$ cat config.mk
export PLATFORM = sky130hd
export DESIGN_NAME = dram_cmd_scheduler_flat
export DESIGN_NICKNAME = d
export VERILOG_FILES = /design/src/rtl/dram_ctrl_pkg.sv /design/src/rtl/dram_cmd_scheduler_if.sv /design/src/rtl/dram_rr_arbiter.sv /design/src/rtl/dram_cmd_scheduler.sv /design/src/flat_wrapper.sv
export SDC_FILE = /design/constraint.sdc
export NUM_CORES = 1
export LEC_CHECK = 0
export ABC_CLOCK_PERIOD_IN_PS = 8800
export BUFFER_PORTS_ARGS = -buffer_cell sky130_fd_sc_hd__clkbuf_2
export CAP_MARGIN = 5
export CORE_MARGIN = 5
export CORE_UTILIZATION = 40
export DETAILED_ROUTE_END_ITERATION = 10
export PLACE_DENSITY = 0.66
export SLEW_MARGIN = 30
export SYNTH_ARGS = -nofsm -noshare
export SYNTH_HDL_FRONTEND = slang
export SYNTH_HIERARCHICAL = 1
export SYNTH_SLANG_ARGS = --single-unit
$ cat constraint.sdc
create_clock -name clk -period 8.8 [get_ports clk]
set_clock_uncertainty 0.15 [all_clocks]
set_input_delay 0.44 -clock clk [delete_from_list [all_inputs] [get_ports clk]]
set_output_delay 0.44 -clock clk [all_outputs]
set_load 0.02 [all_outputs]
$ cat src/rtl/dram_ctrl_pkg.sv
// Shared definitions for the DRAM command scheduler: command encodings, FSM states and
// request-word field layout.
package dram_ctrl_pkg;

  localparam logic [1:0] CMD_NOP = 2'b00;
  localparam logic [1:0] CMD_ACT = 2'b01;
  localparam logic [1:0] CMD_RW  = 2'b10;
  localparam logic [1:0] CMD_PRE = 2'b11;

  localparam int unsigned BANK_LSB = 19;
  localparam int unsigned BANK_W   = 3;
  localparam int unsigned ROW_LSB  = 12;
  localparam int unsigned ROW_W    = 7;
  localparam int unsigned COL_LSB  = 9;
  localparam int unsigned COL_W    = 3;
  localparam int unsigned CNT_W    = 4;

  typedef enum logic [2:0] {
    StIdle,
    StPre,
    StWaitRp,
    StAct,
    StWaitRcd,
    StRw,
    StWaitCl,
    StResp
  } state_e;

endpackage

$ cat src/rtl/dram_cmd_scheduler_if.sv
// Requester-side bundle: request handshake from the L2 buffers and the completion return.
interface dram_cmd_scheduler_if #(
  parameter int unsigned NUM_REQ      = 8,
  parameter int unsigned L2_REQ_WIDTH = 22,
  parameter int unsigned DATA_WIDTH   = 1
);
  logic [NUM_REQ-1:0]              req_valid;
  logic [NUM_REQ-1:0]              req_ready;
  logic [NUM_REQ*L2_REQ_WIDTH-1:0] req_addr;
  logic [NUM_REQ-1:0]              req_rw;
  logic [NUM_REQ*DATA_WIDTH-1:0]   req_wdata;
  logic [NUM_REQ-1:0]              rsp_valid;
  logic [DATA_WIDTH-1:0]           rsp_data;

  modport master (
    output req_valid, req_addr, req_rw, req_wdata,
    input  req_ready, rsp_valid, rsp_data
  );

  modport slave (
    input  req_valid, req_addr, req_rw, req_wdata,
    output req_ready, rsp_valid, rsp_data
  );
endinterface

$ cat src/rtl/dram_rr_arbiter.sv
// Combinational round-robin arbiter: first valid requester at or above ptr_i, wrapping.
module dram_rr_arbiter #(
  parameter int unsigned NUM_REQ = 8,
  localparam int unsigned IdW = $clog2(NUM_REQ)
) (
  input  logic [NUM_REQ-1:0] req_i,
  input  logic [IdW-1:0]     ptr_i,
  input  logic               en_i,
  output logic [NUM_REQ-1:0] gnt_o,
  output logic [IdW-1:0]     id_o,
  output logic               valid_o
);

  int unsigned        idx;
  logic [IdW-1:0]     sel;

  always_comb begin
    gnt_o   = '0;
    id_o    = '0;
    valid_o = 1'b0;
    idx     = 0;
    sel     = '0;
    for (int unsigned k = 0; k < NUM_REQ; k++) begin
      idx = (32'(ptr_i) + k) % NUM_REQ;
      sel = IdW'(idx);
      if (en_i && !valid_o && req_i[sel]) begin
        valid_o    = 1'b1;
        gnt_o[sel] = 1'b1;
        id_o       = sel;
      end
    end
  end

endmodule

$ cat src/rtl/dram_cmd_scheduler.sv
// Single-outstanding DRAM command scheduler with open-page row tracking per bank and
// round-robin arbitration across the L2 requester ports.
module dram_cmd_scheduler
  import dram_ctrl_pkg::*;
#(
  parameter int unsigned NUM_REQ      = 8,
  parameter int unsigned L2_REQ_WIDTH = 22,
  parameter int unsigned DATA_WIDTH   = 1,
  parameter int unsigned NUM_OF_BANKS = 8,
  parameter int unsigned NUM_OF_ROWS  = 128,
  parameter int unsigned NUM_OF_COLS  = 8,
  parameter int unsigned T_RP         = 2,
  parameter int unsigned T_RCD        = 2,
  parameter int unsigned T_CL         = 2
) (
  input  logic                    clk,
  input  logic                    rst,
  dram_cmd_scheduler_if.slave     req_if,
  input  logic [DATA_WIDTH-1:0]   dram_data_in,
  output logic [1:0]              cmd,
  output logic [BANK_W-1:0]       cs,
  output logic [ROW_W-1:0]        row_addr,
  output logic [COL_W-1:0]        col_addr,
  output logic                    dram_rw,
  output logic [DATA_WIDTH-1:0]   dram_data_out
);

  localparam int unsigned IdW = $clog2(NUM_REQ);

  state_e                              state_q, state_d;
  logic [IdW-1:0]                      rr_ptr_q, rr_ptr_d, id_q, id_d, gnt_id;
  logic [NUM_REQ-1:0]                  gnt;
  logic                                gnt_valid, arb_en;
  logic [BANK_W-1:0]                   bank_q, bank_d, gnt_bank;
  logic [ROW_W-1:0]                    row_q, row_d, gnt_row;
  logic [COL_W-1:0]                    col_q, col_d, gnt_col;
  logic                                rw_q, rw_d, gnt_rw;
  logic [DATA_WIDTH-1:0]               wdata_q, wdata_d, gnt_wdata;
  logic [DATA_WIDTH-1:0]               rdata_q, rdata_d;
  logic [CNT_W-1:0]                    cnt_q, cnt_d;
  logic [NUM_OF_BANKS-1:0]             bank_open_q, bank_open_d;
  logic [NUM_OF_BANKS-1:0][ROW_W-1:0]  open_row_q, open_row_d;
  logic [NUM_REQ-1:0]                  rsp_valid;
  logic [DATA_WIDTH-1:0]               rsp_data;
  logic                                unused_params;

  assign unused_params = ^{NUM_OF_ROWS, NUM_OF_COLS};

  assign arb_en = (state_q == StIdle) && !rst;

  dram_rr_arbiter #(.NUM_REQ(NUM_REQ)) u_arb (
    .req_i   (req_if.req_valid),
    .ptr_i   (rr_ptr_q),
    .en_i    (arb_en),
    .gnt_o   (gnt),
    .id_o    (gnt_id),
    .valid_o (gnt_valid)
  );

  assign req_if.req_ready = gnt;
  assign req_if.rsp_valid = rsp_valid;
  assign req_if.rsp_data  = rsp_data;

  // Offset bits of the request word are don't-care and intentionally dropped here.
  always_comb begin
    gnt_bank  = '0;
    gnt_row   = '0;
    gnt_col   = '0;
    gnt_rw    = 1'b0;
    gnt_wdata = '0;
    for (int unsigned i = 0; i < NUM_REQ; i++) begin
      if (gnt_id == IdW'(i)) begin
        gnt_bank  = req_if.req_addr[i*L2_REQ_WIDTH+BANK_LSB +: BANK_W];
        gnt_row   = req_if.req_addr[i*L2_REQ_WIDTH+ROW_LSB +: ROW_W];
        gnt_col   = req_if.req_addr[i*L2_REQ_WIDTH+COL_LSB +: COL_W];
        gnt_rw    = req_if.req_rw[i];
        gnt_wdata = req_if.req_wdata[i*DATA_WIDTH +: DATA_WIDTH];
      end
    end
  end

  always_comb begin
    state_d       = state_q;
    rr_ptr_d      = rr_ptr_q;
    id_d          = id_q;
    bank_d        = bank_q;
    row_d         = row_q;
    col_d         = col_q;
    rw_d          = rw_q;
    wdata_d       = wdata_q;
    rdata_d       = rdata_q;
    cnt_d         = cnt_q;
    bank_open_d   = bank_open_q;
    open_row_d    = open_row_q;
    cmd           = CMD_NOP;
    cs            = '0;
    row_addr      = '0;
    col_addr      = '0;
    dram_rw       = 1'b0;
    dram_data_out = '0;
    rsp_valid     = '0;
    rsp_data      = '0;

    unique case (state_q)
      StIdle: begin
        if (gnt_valid) begin
          bank_d   = gnt_bank;
          row_d    = gnt_row;
          col_d    = gnt_col;
          rw_d     = gnt_rw;
          wdata_d  = gnt_wdata;
          id_d     = gnt_id;
          rdata_d  = '0;
          rr_ptr_d = (gnt_id == IdW'(NUM_REQ - 1)) ? '0 : gnt_id + 1'b1;
          if (!bank_open_q[gnt_bank])                 state_d = StAct;
          else if (open_row_q[gnt_bank] == gnt_row)   state_d = StRw;
          else                                        state_d = StPre;
        end
      end
      StPre: begin
        cmd                 = CMD_PRE;
        cs                  = bank_q;
        bank_open_d[bank_q] = 1'b0;
        cnt_d               = CNT_W'(T_RP - 1);
        state_d             = (T_RP > 1) ? StWaitRp : StAct;
      end
      StWaitRp: begin
        cnt_d = cnt_q - 1'b1;
        if (cnt_q == CNT_W'(1)) state_d = StAct;
      end
      StAct: begin
        cmd                 = CMD_ACT;
        cs                  = bank_q;
        row_addr            = row_q;
        bank_open_d[bank_q] = 1'b1;
        open_row_d[bank_q]  = row_q;
        cnt_d               = CNT_W'(T_RCD - 1);
        state_d             = (T_RCD > 1) ? StWaitRcd : StRw;
      end
      StWaitRcd: begin
        cnt_d = cnt_q - 1'b1;
        if (cnt_q == CNT_W'(1)) state_d = StRw;
      end
      StRw: begin
        cmd      = CMD_RW;
        cs       = bank_q;
        col_addr = col_q;
        dram_rw  = rw_q;
        if (rw_q) begin
          cnt_d   = CNT_W'(T_CL - 1);
          state_d = StWaitCl;
        end else begin
          dram_data_out = wdata_q;
          state_d       = StResp;
        end
      end
      // Stays T_CL cycles so the sample lands exactly T_CL cycles after the RW command.
      StWaitCl: begin
        if (cnt_q == '0) begin
          rdata_d = dram_data_in;
          state_d = StResp;
        end else begin
          cnt_d = cnt_q - 1'b1;
        end
      end
      StResp: begin
        rsp_valid[id_q] = 1'b1;
        rsp_data        = rdata_q;
        state_d         = StIdle;
      end
      default: state_d = StIdle;
    endcase
  end

  always_ff @(posedge clk or posedge rst) begin
    if (rst) begin
      state_q     <= StIdle;
      rr_ptr_q    <= '0;
      id_q        <= '0;
      bank_q      <= '0;
      row_q       <= '0;
      col_q       <= '0;
      rw_q        <= 1'b0;
      wdata_q     <= '0;
      rdata_q     <= '0;
      cnt_q       <= '0;
      bank_open_q <= '0;
      open_row_q  <= '0;
    end else begin
      state_q     <= state_d;
      rr_ptr_q    <= rr_ptr_d;
      id_q        <= id_d;
      bank_q      <= bank_d;
      row_q       <= row_d;
      col_q       <= col_d;
      rw_q        <= rw_d;
      wdata_q     <= wdata_d;
      rdata_q     <= rdata_d;
      cnt_q       <= cnt_d;
      bank_open_q <= bank_open_d;
      open_row_q  <= open_row_d;
    end
  end

endmodule

$ cat src/flat_wrapper.sv
// flat-port wrapper written by rule: the top's interface ports become plain ports
module dram_cmd_scheduler_flat import dram_ctrl_pkg::*;
#(
  parameter int unsigned NUM_REQ      = 8,
  parameter int unsigned L2_REQ_WIDTH = 22,
  parameter int unsigned DATA_WIDTH   = 1,
  parameter int unsigned NUM_OF_BANKS = 8,
  parameter int unsigned NUM_OF_ROWS  = 128,
  parameter int unsigned NUM_OF_COLS  = 8,
  parameter int unsigned T_RP         = 2,
  parameter int unsigned T_RCD        = 2,
  parameter int unsigned T_CL         = 2
)
  (clk, rst, dram_data_in, cmd, cs, row_addr, col_addr, dram_rw, dram_data_out, req_if_req_valid, req_if_req_addr, req_if_req_rw, req_if_req_wdata, req_if_req_ready, req_if_rsp_valid, req_if_rsp_data);
  dram_cmd_scheduler_if #(.NUM_REQ(NUM_REQ), .L2_REQ_WIDTH(L2_REQ_WIDTH), .DATA_WIDTH(DATA_WIDTH)) req_if_i ();
  input  logic clk;
  input  logic rst;
  input  logic [DATA_WIDTH-1:0] dram_data_in;
  output logic [1:0] cmd;
  output logic [BANK_W-1:0] cs;
  output logic [ROW_W-1:0] row_addr;
  output logic [COL_W-1:0] col_addr;
  output logic dram_rw;
  output logic [DATA_WIDTH-1:0] dram_data_out;
  input wire logic [$bits(req_if_i.req_valid)-1:0] req_if_req_valid;
  input wire logic [$bits(req_if_i.req_addr)-1:0] req_if_req_addr;
  input wire logic [$bits(req_if_i.req_rw)-1:0] req_if_req_rw;
  input wire logic [$bits(req_if_i.req_wdata)-1:0] req_if_req_wdata;
  output wire logic [$bits(req_if_i.req_ready)-1:0] req_if_req_ready;
  output wire logic [$bits(req_if_i.rsp_valid)-1:0] req_if_rsp_valid;
  output wire logic [$bits(req_if_i.rsp_data)-1:0] req_if_rsp_data;
  assign req_if_i.req_valid = req_if_req_valid;
  assign req_if_i.req_addr = req_if_req_addr;
  assign req_if_i.req_rw = req_if_req_rw;
  assign req_if_i.req_wdata = req_if_req_wdata;
  assign req_if_req_ready = req_if_i.req_ready;
  assign req_if_rsp_valid = req_if_i.rsp_valid;
  assign req_if_rsp_data = req_if_i.rsp_data;
  dram_cmd_scheduler #(.NUM_REQ(NUM_REQ), .L2_REQ_WIDTH(L2_REQ_WIDTH), .DATA_WIDTH(DATA_WIDTH), .NUM_OF_BANKS(NUM_OF_BANKS), .NUM_OF_ROWS(NUM_OF_ROWS), .NUM_OF_COLS(NUM_OF_COLS), .T_RP(T_RP), .T_RCD(T_RCD), .T_CL(T_CL)) u_core (.clk(clk), .rst(rst), .req_if(req_if_i), .dram_data_in(dram_data_in), .cmd(cmd), .cs(cs), .row_addr(row_addr), .col_addr(col_addr), .dram_rw(dram_rw), .dram_data_out(dram_data_out));
endmodule
# Yosys cells after proc, flatten, opt, wreduce, memory -nomap -nowiden
# Cells that the tools add are included.
[totals]
regBits = 93
input_bits = 203
output_inout_bits = 34
elab_cells = 260
[op_classes]
addsub = 9
n_lt_le_gt_ge = 21
n_eq_ne = 22
muxes = 132
bitwise_logic = 10
n_reduce_logical = 47
[op_table]
columns = ["cell", "count"]
rows = [
  ["3-bit two-way mux", 33],
  ["7-bit two-way mux", 11],
  ["8-bit two-way mux", 9],
  ["8-bit OR", 8],
  ["56-bit bitwise mux", 1],
  ["1-bit two-way mux", 50],
  ["3-bit by 4-bit < comparator with 1-bit output, second input constant", 11],
  ["1-bit demux with 3-bit select", 10],
  ["3-bit by 1-bit >= comparator with 1-bit output, second input constant", 10],
  ["1-bit binary-select mux with 3-bit select", 9],
  ["1-bit logical AND", 26],
  ["3-bit equality test, second input constant", 8],
  ["3-bit case mux with 8 select lines", 1],
  ["7-bit binary-select mux with 3-bit select", 1],
  ["7-bit demux with 3-bit select", 1],
  ["4-bit case mux with 4 select lines", 1],
  ["8-bit case mux with 2 select lines", 1],
  ["3-bit adder, second input constant", 4],
  ["3-bit by 2-bit equality test with 1-bit output, second input constant", 4],
  ["2-bit by 1-bit != test with 1-bit output, second input constant", 5],
  ["8-bit bitwise AND", 1],
  ["1-bit logical NOT", 8],
  ["4-bit two-way mux", 2],
  ["8-bit inverter", 1],
  ["18 further kinds", 25],
]

# Depth between registers and ports, before layout
# Gate-level depths: netlist of run 1.
[depth]
depth_word = 48
mapped_depth = 29
depth_no_buf = 21

# By module
# The synthesis of run 1 kept the hierarchy.
[by_module_without_submodules]
columns = ["mod", "instances", "cells_each", "area_each_um2"]
rows = [
  ["dram_cmd_scheduler", 1, 624, 5775.5],
  ["dram_rr_arbiter", 1, 157, 1336.3],
]

# Least setup slack after synthesis of run 1
# Ideal clock, no wire load.
[synth_timing]
path_type = "register -> register"
startpoint = "reg u_core.rr_ptr_q[0]"
endpoint = "reg u_core.state_q[2]"
setup_time_ns = 0.120
arrival_ns = 5.960
path_slack_ns = 2.570
stages_incl_launch_ff = 26
path_buffers = 7
cell_sequence = "dfrtp_1 > buf_2 > inv_1 > clkbuf_1 > ha_1 > mux4_2 > or2_1 > a22oi_4 > o211ai_4 > buf_6 > o311ai_1 > buf_2 > inv_1 > ha_1 > or2_1 > a221o_1 > a311oi_1 > or2_1 > buf_6 > buf_6 > buf_4 > a21oi_1 > a221oi_1 > o21ai_0 > xnor2_1 > a31o_1"
[synth_between]
elab_chain_len = 48
elab_cells_between_ends = 96
[synth_lines]
columns = ["item", "line_no", "text"]
rows = [
  ["start: declaration", "dram_cmd_scheduler.sv:31", "logic [IdW-1:0] rr_ptr_q, rr_ptr_d, id_q, id_d, gnt_id;"],
  ["start signal: assignment", "dram_cmd_scheduler.sv:191", "rr_ptr_q <= rr_ptr_d;"],
  ["parallel branches: the longest is 31 deep, another holds 3-bit by 1-bit adder with 3-bit output", "n/a", ""],
  ["3-bit two-way mux (*)", "dram_rr_arbiter.sv:26", "if (en_i && !valid_o && req_i[sel]) begin"],
  ["via u_core.gnt_id[2]", "dram_cmd_scheduler.sv:31", ""],
  ["3-bit logical NOT", "dram_cmd_scheduler.sv:72", "if (gnt_id == IdW'(i)) begin"],
  ["3-bit two-way mux (8 in series)", "dram_cmd_scheduler.sv:72", ""],
  ["7-bit binary-select mux with 3-bit select", "dram_cmd_scheduler.sv:116", "else if (open_row_q[gnt_bank] == gnt_row) state_d = StRw;"],
  ["7-bit two-way mux (implied by the code)", "dram_cmd_scheduler.sv:116", ""],
  ["7-bit equality test", "dram_cmd_scheduler.sv:116", ""],
  ["3-bit two-way mux", "dram_cmd_scheduler.sv:116", ""],
  ["3-bit two-way mux (*)", "dram_cmd_scheduler.sv:115", "if (!bank_open_q[gnt_bank]) state_d = StAct;"],
  ["3-bit two-way mux (*)", "dram_cmd_scheduler.sv:106", "if (gnt_valid) begin"],
  ["3-bit case mux with 8 select lines (*)", "dram_cmd_scheduler.sv:104", "unique case (state_q)"],
  ["end signal: assignment", "dram_cmd_scheduler.sv:177", "state_q <= StIdle;"],
  ["end signal: assignment", "dram_cmd_scheduler.sv:190", "state_q <= state_d;"],
  ["end: declaration", "dram_cmd_scheduler.sv:30", "state_e state_q, state_d;"],
]
# Mark *: on every way through the listed nets, which the timed path passes. The select of a mux whose other input is x is not followed.
# A chain may end at the register's enable or synchronous reset.

# Worst setup path in the final report of run 1
[layout_timing]
startpoint = "reg u_core.rr_ptr_q[1]"
endpoint = "reg u_core.state_q[2]"
# The elaborated chain is that of the path after synthesis.

==> results of run 1 <==
==> metal layers <==
metal,vias to the layer above,wire [um],GRT usage (%)
li1,3183,-,-
met1,3110,9710,28.9
met2,256,9880,32.9
met3,39,1180,3.46
met4,0,645,7.14
met5,-,0,0
==> critical path, stage by stage (launching register included) <==
cell	delay, ps
dfrtp_1	330
buf_4	260
inv_1	130
ha_1	650
mux4_2	610
or2_1	260
a22oi_4	260
o211ai_4	240
nor3b_2	440
o22ai_1	150
nand4b_1	220
ha_1	220
ha_1	310
buf_4	320
nor2b_4	80
a221oi_1	210
and4_1	290
o22a_1	630
nor2_1	200
a22oi_1	220
o211ai_1	150
xor2_1	170
nor4_2	290
a31o_1	180
==> registers in the layout (all words and copies together), names as in the netlist, named ones only <==
name,cells
u_core/bank_q,3
u_core/cnt_q,4
u_core/col_q,3
u_core/id_q,3
u_core/open_row_q,56
u_core/rdata_q,1
u_core/row_q,7
u_core/rr_ptr_q,3
u_core/rw_q,1
u_core/state_q,3
u_core/wdata_q,1
==> cell usage in the layout (no fill, tap or decap), types with 6 or more instances in the layout <==
cell	count
a211oi_1	15
a21oi_1	57
a221oi_1	17
a22oi_1	12
a311oi_1	7
and2_1	6
and3_1	16
buf_4	19
clkbuf_16	9
clkbuf_2	164
dfrtp_1	93
ha_1	15
inv_1	15
mux2_2	65
mux2i_1	15
mux4_2	13
nand2_1	83
nand2b_1	13
nand3_1	7
nand4_1	7
nor2_1	54
nor2b_1	12
nor3_1	14
nor3b_1	7
o211ai_1	13
o21ai_0	46
o311ai_0	10
or3_1	9
xor2_1	7
==> worst max path at each step <==
| stage | from | endpoint | depth (start not counted) |
|---|---|---|---|
| floorplan | u_core/rr_ptr_q[0] | u_core/state_q[2] | 25 |
| detailed placement | u_core/rr_ptr_q[1] | u_core/state_q[2] | 22 |
| global placement | u_core/rr_ptr_q[1] | u_core/state_q[2] | 22 |
| global route | u_core/rr_ptr_q[1] | u_core/state_q[2] | 23 |
| CTS | u_core/rr_ptr_q[1] | u_core/state_q[2] | 23 |
| finish | u_core/rr_ptr_q[1] | u_core/state_q[2] | 23 |
==> area by class of cell <==
type,count,area share (%)
clock buffer,9,2.69
clock inverter,7,0.971
inverter,18,0.822
multi-input combinational,606,52.9
sequential,93,27.8
tap,225,3.36
timing repair buffer,183,11.5
==> metrics by stage <==
| step | hold slack, ps | worst slack [ps] | area, sq um | cells | util (%) |
|---|---|---|---|---|---|
| after floorplan | 292 | 2570 | 7110 | 781 | - |
| after global placement | 307 | 1840 | 8070 | 1125 | 46.5 |
| after detailed placement | 316 | 1750 | 8070 | 1125 | 46.5 |
| after CTS | 54.9 | 1710 | 8370 | 1141 | 48.2 |
| after global routing | 103 | 1310 | 8370 | 1141 | 48.2 |
| final | 43.0 | 1750 | 8370 | 1141 | 48.2 |
==> logic make-up (layout without fill, tap and decap cells) <==
group | Yosys count | in the layout | synth area share [%]
simple gates | 256 | 256 | 18.5
compound gates | 229 | 229 | 22.3
mux | 95 | 95 | 17.0
flops | 93 | 93 | 32.7
buf+inv | 82 | 217 | 5.42
fa+ha+maj | 15 | 15 | 2.64
xor+xnor | 11 | 11 | 1.35
==> results by group, run 1 <==
Placement
  • Port bufs: ~160
  • Routability cong.: ~0.92
  • DP HPWL: ~16,000 um

Flow run
  • Max Cap Violations: 0

Cells and area
  • Final #Nets: 1,129
  • Layout Area Growth over Synthesis: 17.8%
  • Multi-input gate area: about 0.0044 sq mm
  • FF/Latch Area: 0.00233 sq mm
  • ANT cells: 0
  • Layout cells sized above 1: approximately a third
  • Fillcell total: approximately 1,700

Global route
  • Initial antenna violation count: 0
  • Vias in the first global route: around 6,500
  • Largest net degree at the start of global routing: 58
  • Gr ovfl total: 0
  • Total GRT Usage: 20.7%
  • First-pass GRT wire length: 34,000 um

STA
  • Final worst-path cycle share: about four fifths
  • Setup Viol. Count Final: 0
  • Worst-case headroom to the max-slew limit: 35.7%
  • Setup TNS Final: 0 ps
  • RSZ-0062 raised after global routing: false
  • Tmin final: approximately 7000 ps
  • Slew @ Worst Pin: about 960 ps
  • Fin. Hold Viols: 0
  • Slew Limit Fails: 0
  • Fmax: roughly 140 MHz

Routing
  • Initial detailed-routing violation count: around 480
  • DR vias/cell: slightly below 6
  • Wirelength, routed: about 21,000 um
  • DRC violations left: 0
  • Post-route ant nets: 0
  • Vias: about 6,600
  • Per-cell routed wire length: ~19 um
  • First-pass DRT Iterations: 6

Critical path
  • CP Class: reg -> reg
  • R2R depth: 23
  • Critical path fanouts, max: 25
  • Crit start category: register
  • Reg2Reg Setup Slack: between 1500 and 2000 ps
  • Critical path capture point type: register
  • Arrival time at the worst endpoint: ~7200 ps
  • CP required: between 8000 and 9000 ps
  • R2R Path Start: u_core/rr_ptr_q[1]
  • RR Endpoint: u_core/state_q[2]

Min path
  • HP Class: in -> async

CTS
  • TritonCTS sink count: slightly above 90
  • CTS tree: built
  • CTS Buf Count: 9
  • Post-CTS Resized: 0
  • Clk buf depth: 2
  • Clock Root Buffer: clkbuf_16
  • Worst skew pair latency: around 340 ps
  • Clock-pin slew on the worst setup and hold paths: 70 ps
  • Hold_buf cts: 0
  • Htree depth: 3
  • Post-CTS setup buffers: 0

Logic synthesis
  • Synthesized cell area: ~0.0071 sq mm
  • Total number of yosys warnings: 6
  • Count leader, synth: dfrtp_1
  • Synth top cells by count: 93 x dfrtp_1, 83 x nand2_1, 65 x mux2_2
  • Synth unique cells: 79
  • Sequential area share after synthesis: between 30% and 40%
  • Largest area contributor in the netlist: dfrtp_1
  • Cells after Synth: ~780
  • Syn_area_per_cell: 9.11 sq um
  • Net Count, Synth: between 900 and 1,000
  • Seq cells post-synth: a little over 90
  • Main synth FF type: dfrtp_1
  • Fraction of registers with async set/reset: 100%
  • Post-synth EDFFs: 0
  • Synth top area share: between 30% and 40%
  • Top area cells in the synthesized netlist: dfrtp_1 33%, mux2_2 10%, nand2_1 4.4%, mux4_2 4.1%, a21oi_1 4.0%

Floorplan
  • Die height: ~140 um
  • Die area: 0.0205 sq mm
  • I/O pin total: 237
  • Starting density of the core: between 40% and 50%
  • Die X: 143 um
  • Row count: 48
  • Core ar.: about 0.017 sq mm

Outcome
  • Status: complete, no violations
Power of run 1 is left out: the tool's default activity adds up to more than one toggle a clock period on the data nets, which glitch-free logic cannot reach.
==> run 2: changes to the inputs <==
Settings changed: ABC_CLOCK_PERIOD_IN_PS 8800 to 5750, PLACE_DENSITY 0.66 to 0.68.
Clock period 8.8 ns to 5.75 ns, I/O delays scaled along.
==> results by group, run 2 (same netlist as run 1, synthesis figures left out) <==
Routing
  • Vias: 6,939 (was 6,588)
  • Wirelength, routed: 22,400 um (was 21,400 um)
  • Post-route ant nets: 0 (unchanged)
  • Initial detailed-routing violation count: 496 (was 476)
  • DRC violations left: 0 (unchanged)
  • First-pass DRT Iterations: 5 (was 6)
  • Per-cell routed wire length: 18.5 um (was 18.8 um)
  • DR vias/cell: 5.73 (was 5.77)

Cells and area
  • Largest regs: u_core/open_row_q (56), u_core/row_q (7), u_core/cnt_q (4) (unchanged)
  • ANT cells: 0 (unchanged)
  • Layout cells sized above 1: 40.4% (was 32.9%)
  • Largest register by flop count: u_core/open_row_q (unchanged)
  • Commonest non-fill, non-tap cell in the layout: clkbuf_2 (unchanged)
  • Final #Nets: 1,198 (was 1,129)
  • Max reg flops: 56 (unchanged)
  • Layout Area Growth over Synthesis: 27.3% (was 17.8%)
  • Most frequent cells in the layout: 164 x clkbuf_2, 93 x dfrtp_1, 82 x nand2_1 (was 164 x clkbuf_2, 93 x dfrtp_1, 83 x nand2_1)

CTS
  • Htree depth: 3 (unchanged)
  • Clock Root Buffer: clkbuf_16 (unchanged)
  • Worst skew pair latency: 350 ps (was 340 ps)
  • CTS tree: built (unchanged)
  • Clk buf depth: 2 (unchanged)
  • TritonCTS sink count: 93 (unchanged)
  • Clock-pin slew on the worst setup and hold paths: 70 ps (about the same)
  • CTS Buf Count: 9 (unchanged)

Floorplan
  • Die area: 0.0205 sq mm (unchanged)
  • Starting density of the core: 41.0% (unchanged)
  • Row count: 48 (unchanged)
  • Core ar.: 0.0174 sq mm (unchanged)
  • I/O pin total: 237 (unchanged)
  • Die X: 143 um (unchanged)
  • Die height: 143 um (unchanged)

Outcome
  • Status: complete, no violations (unchanged)

Critical path
  • CP Class: reg -> reg (unchanged)
  • R2R depth: 22 (was 23)
  • CP required: 5890 ps (was 8930 ps)
  • R2R Path Start: u_core/rr_ptr_q[0] (was u_core/rr_ptr_q[1])
  • Arrival time at the worst endpoint: 5730 ps (was 7180 ps)
  • Critical path fanouts, max: 5 (was 25)
  • Setup crit start: u_core/rr_ptr_q[0] (was u_core/rr_ptr_q[1])
  • Crit start category: register (unchanged)
  • RR Endpoint: u_core/state_q[2] (unchanged)
  • Reg2Reg Setup Slack: 160 ps (was 1750 ps)
  • Critical path capture point type: register (unchanged)

Min path
  • HP Start: dram_data_in
  • HP Class: in -> reg (was in -> async)
  • Worst hold stages: 3
  • End of the worst hold path: u_core/rdata_q

Global route
  • Met2 Track Usage GR: 36.2% (was 32.9%)
  • GRT met1 Usage: 28.5% (was 28.9%)
  • Gr ovfl total: 0 (unchanged)
  • GR Util met3: 4.23% (was 3.46%)
  • Initial antenna violation count: 0 (unchanged)
  • Most Crowded Layer GR: met2 (unchanged)
  • Total GRT Usage: 21.8% (was 20.7%)
  • First-pass GRT wire length: 35,500 um (was 34,000 um)
  • Vias in the first global route: 6,994 (was 6,463)
  • Largest net degree at the start of global routing: 81 (was 58)

Placement
  • Port bufs: 164 (unchanged)
  • DP HPWL: 17,400 um (was 16,300 um)
  • Routability cong.: 0.976 (was 0.919)

STA
  • RSZ-0062 raised after global routing: true (was false)
  • Final worst-path cycle share: 97.2% (was 80.1%)
  • Tmin final: 5590 ps (was 7050 ps)
  • Slew @ Worst Pin: 1000 ps (was 962 ps)
  • Fin. Hold Viols: 0 (unchanged)
  • Slew Limit Fails: 0 (unchanged)
  • Setup TNS Final: 0 ps (unchanged)
  • Hold_ws: 35.3 ps (was 43.0 ps)
  • Worst-case headroom to the max-slew limit: 33.1% (was 35.7%)
  • Setup Viol. Count Final: 0 (unchanged)
  • Fmax: 179 MHz (was 142 MHz)

Flow run
  • Max Cap Violations: 0 (unchanged)
run 2: changes by cell type in the layout (fill, tap and decap cells not counted), sizes merged:
cell and change:
buf +68, clkinvlp +1, bufinv -1, dlygate4sd3 +1
clkinv -1, clkbuf +1
run 2: worst max path at each step:
stage                                   end  slack, ps
final                     u_core/state_q[2]        160
after global routing      u_core/state_q[2]       -120
after CTS                 u_core/state_q[2]         10
after detailed placement  u_core/state_q[2]       -100
after global placement    u_core/state_q[2]        -10
after floorplan           u_core/state_q[2]         10
run 2: routing by layer:
metal / vias to the layer above / part of all wire, %
met3: 42 / 5.8
met5: - / 0
met1: 3315 / 44
li1: 3334 / -
met2: 248 / 48
met4: 0 / 2.9
run 2: repair_timing:
item                                    4_1_cts  5_1_grt
hold buffers                                  1        0
gates resized for setup                       4       36
setup buffers                                 1        9
endpoints found under the setup margin        1        2
pin swaps                                     1       14
hold endpoints to repair                     13        0
gates cloned                                  0        1
run 2: area by class of cell:
cell class / instances / area, sq um
Clock buffer: 10 / 229
Clock inverter: 6 / 56.3
Fill cell: 1611 / 8300
Inverter: 18 / 68.8
Multi-Input combinational cell: 606 / 4580
Sequential cell: 93 / 2330
Tap cell: 225 / 282
Timing Repair Buffer: 252 / 1520
run 2: through the flow:
step | cell area (sq um) | utilization (%) | setup WS, ps | instances
2_1_floorplan | 7160 | - | 12.6 | 781
3_3_place_gp | 8530 | 49.1 | -12.3 | 1182
3_5_place_dp | 8540 | 49.2 | -95.0 | 1182
4_1_cts | 8850 | 51.0 | 12.2 | 1200
5_1_grt | 9050 | 52.2 | -124 | 1210
6_report | 9050 | 52.2 | 162 | 1210
run 2: worst max-delay path, cell delays in order (launching register included):
cell     delay (ps)
dfrtp_1         350
inv_1            80
ha_4            310
mux4_2          560
or2_4           260
a22oi_4         190
nor2_2           80
or4_1           510
o31a_1          200
ha_2            230
ha_4            170
or2_1           250
buf_4           140
a221o_1         260
and4_1          240
o22ai_2         180
buf_6           170
mux2_1          320
o22a_1          210
o21ai_1         110
xor2_1          110
nor4_2          290
a31o_1          170
Power of run 2 is left out for the same reason.
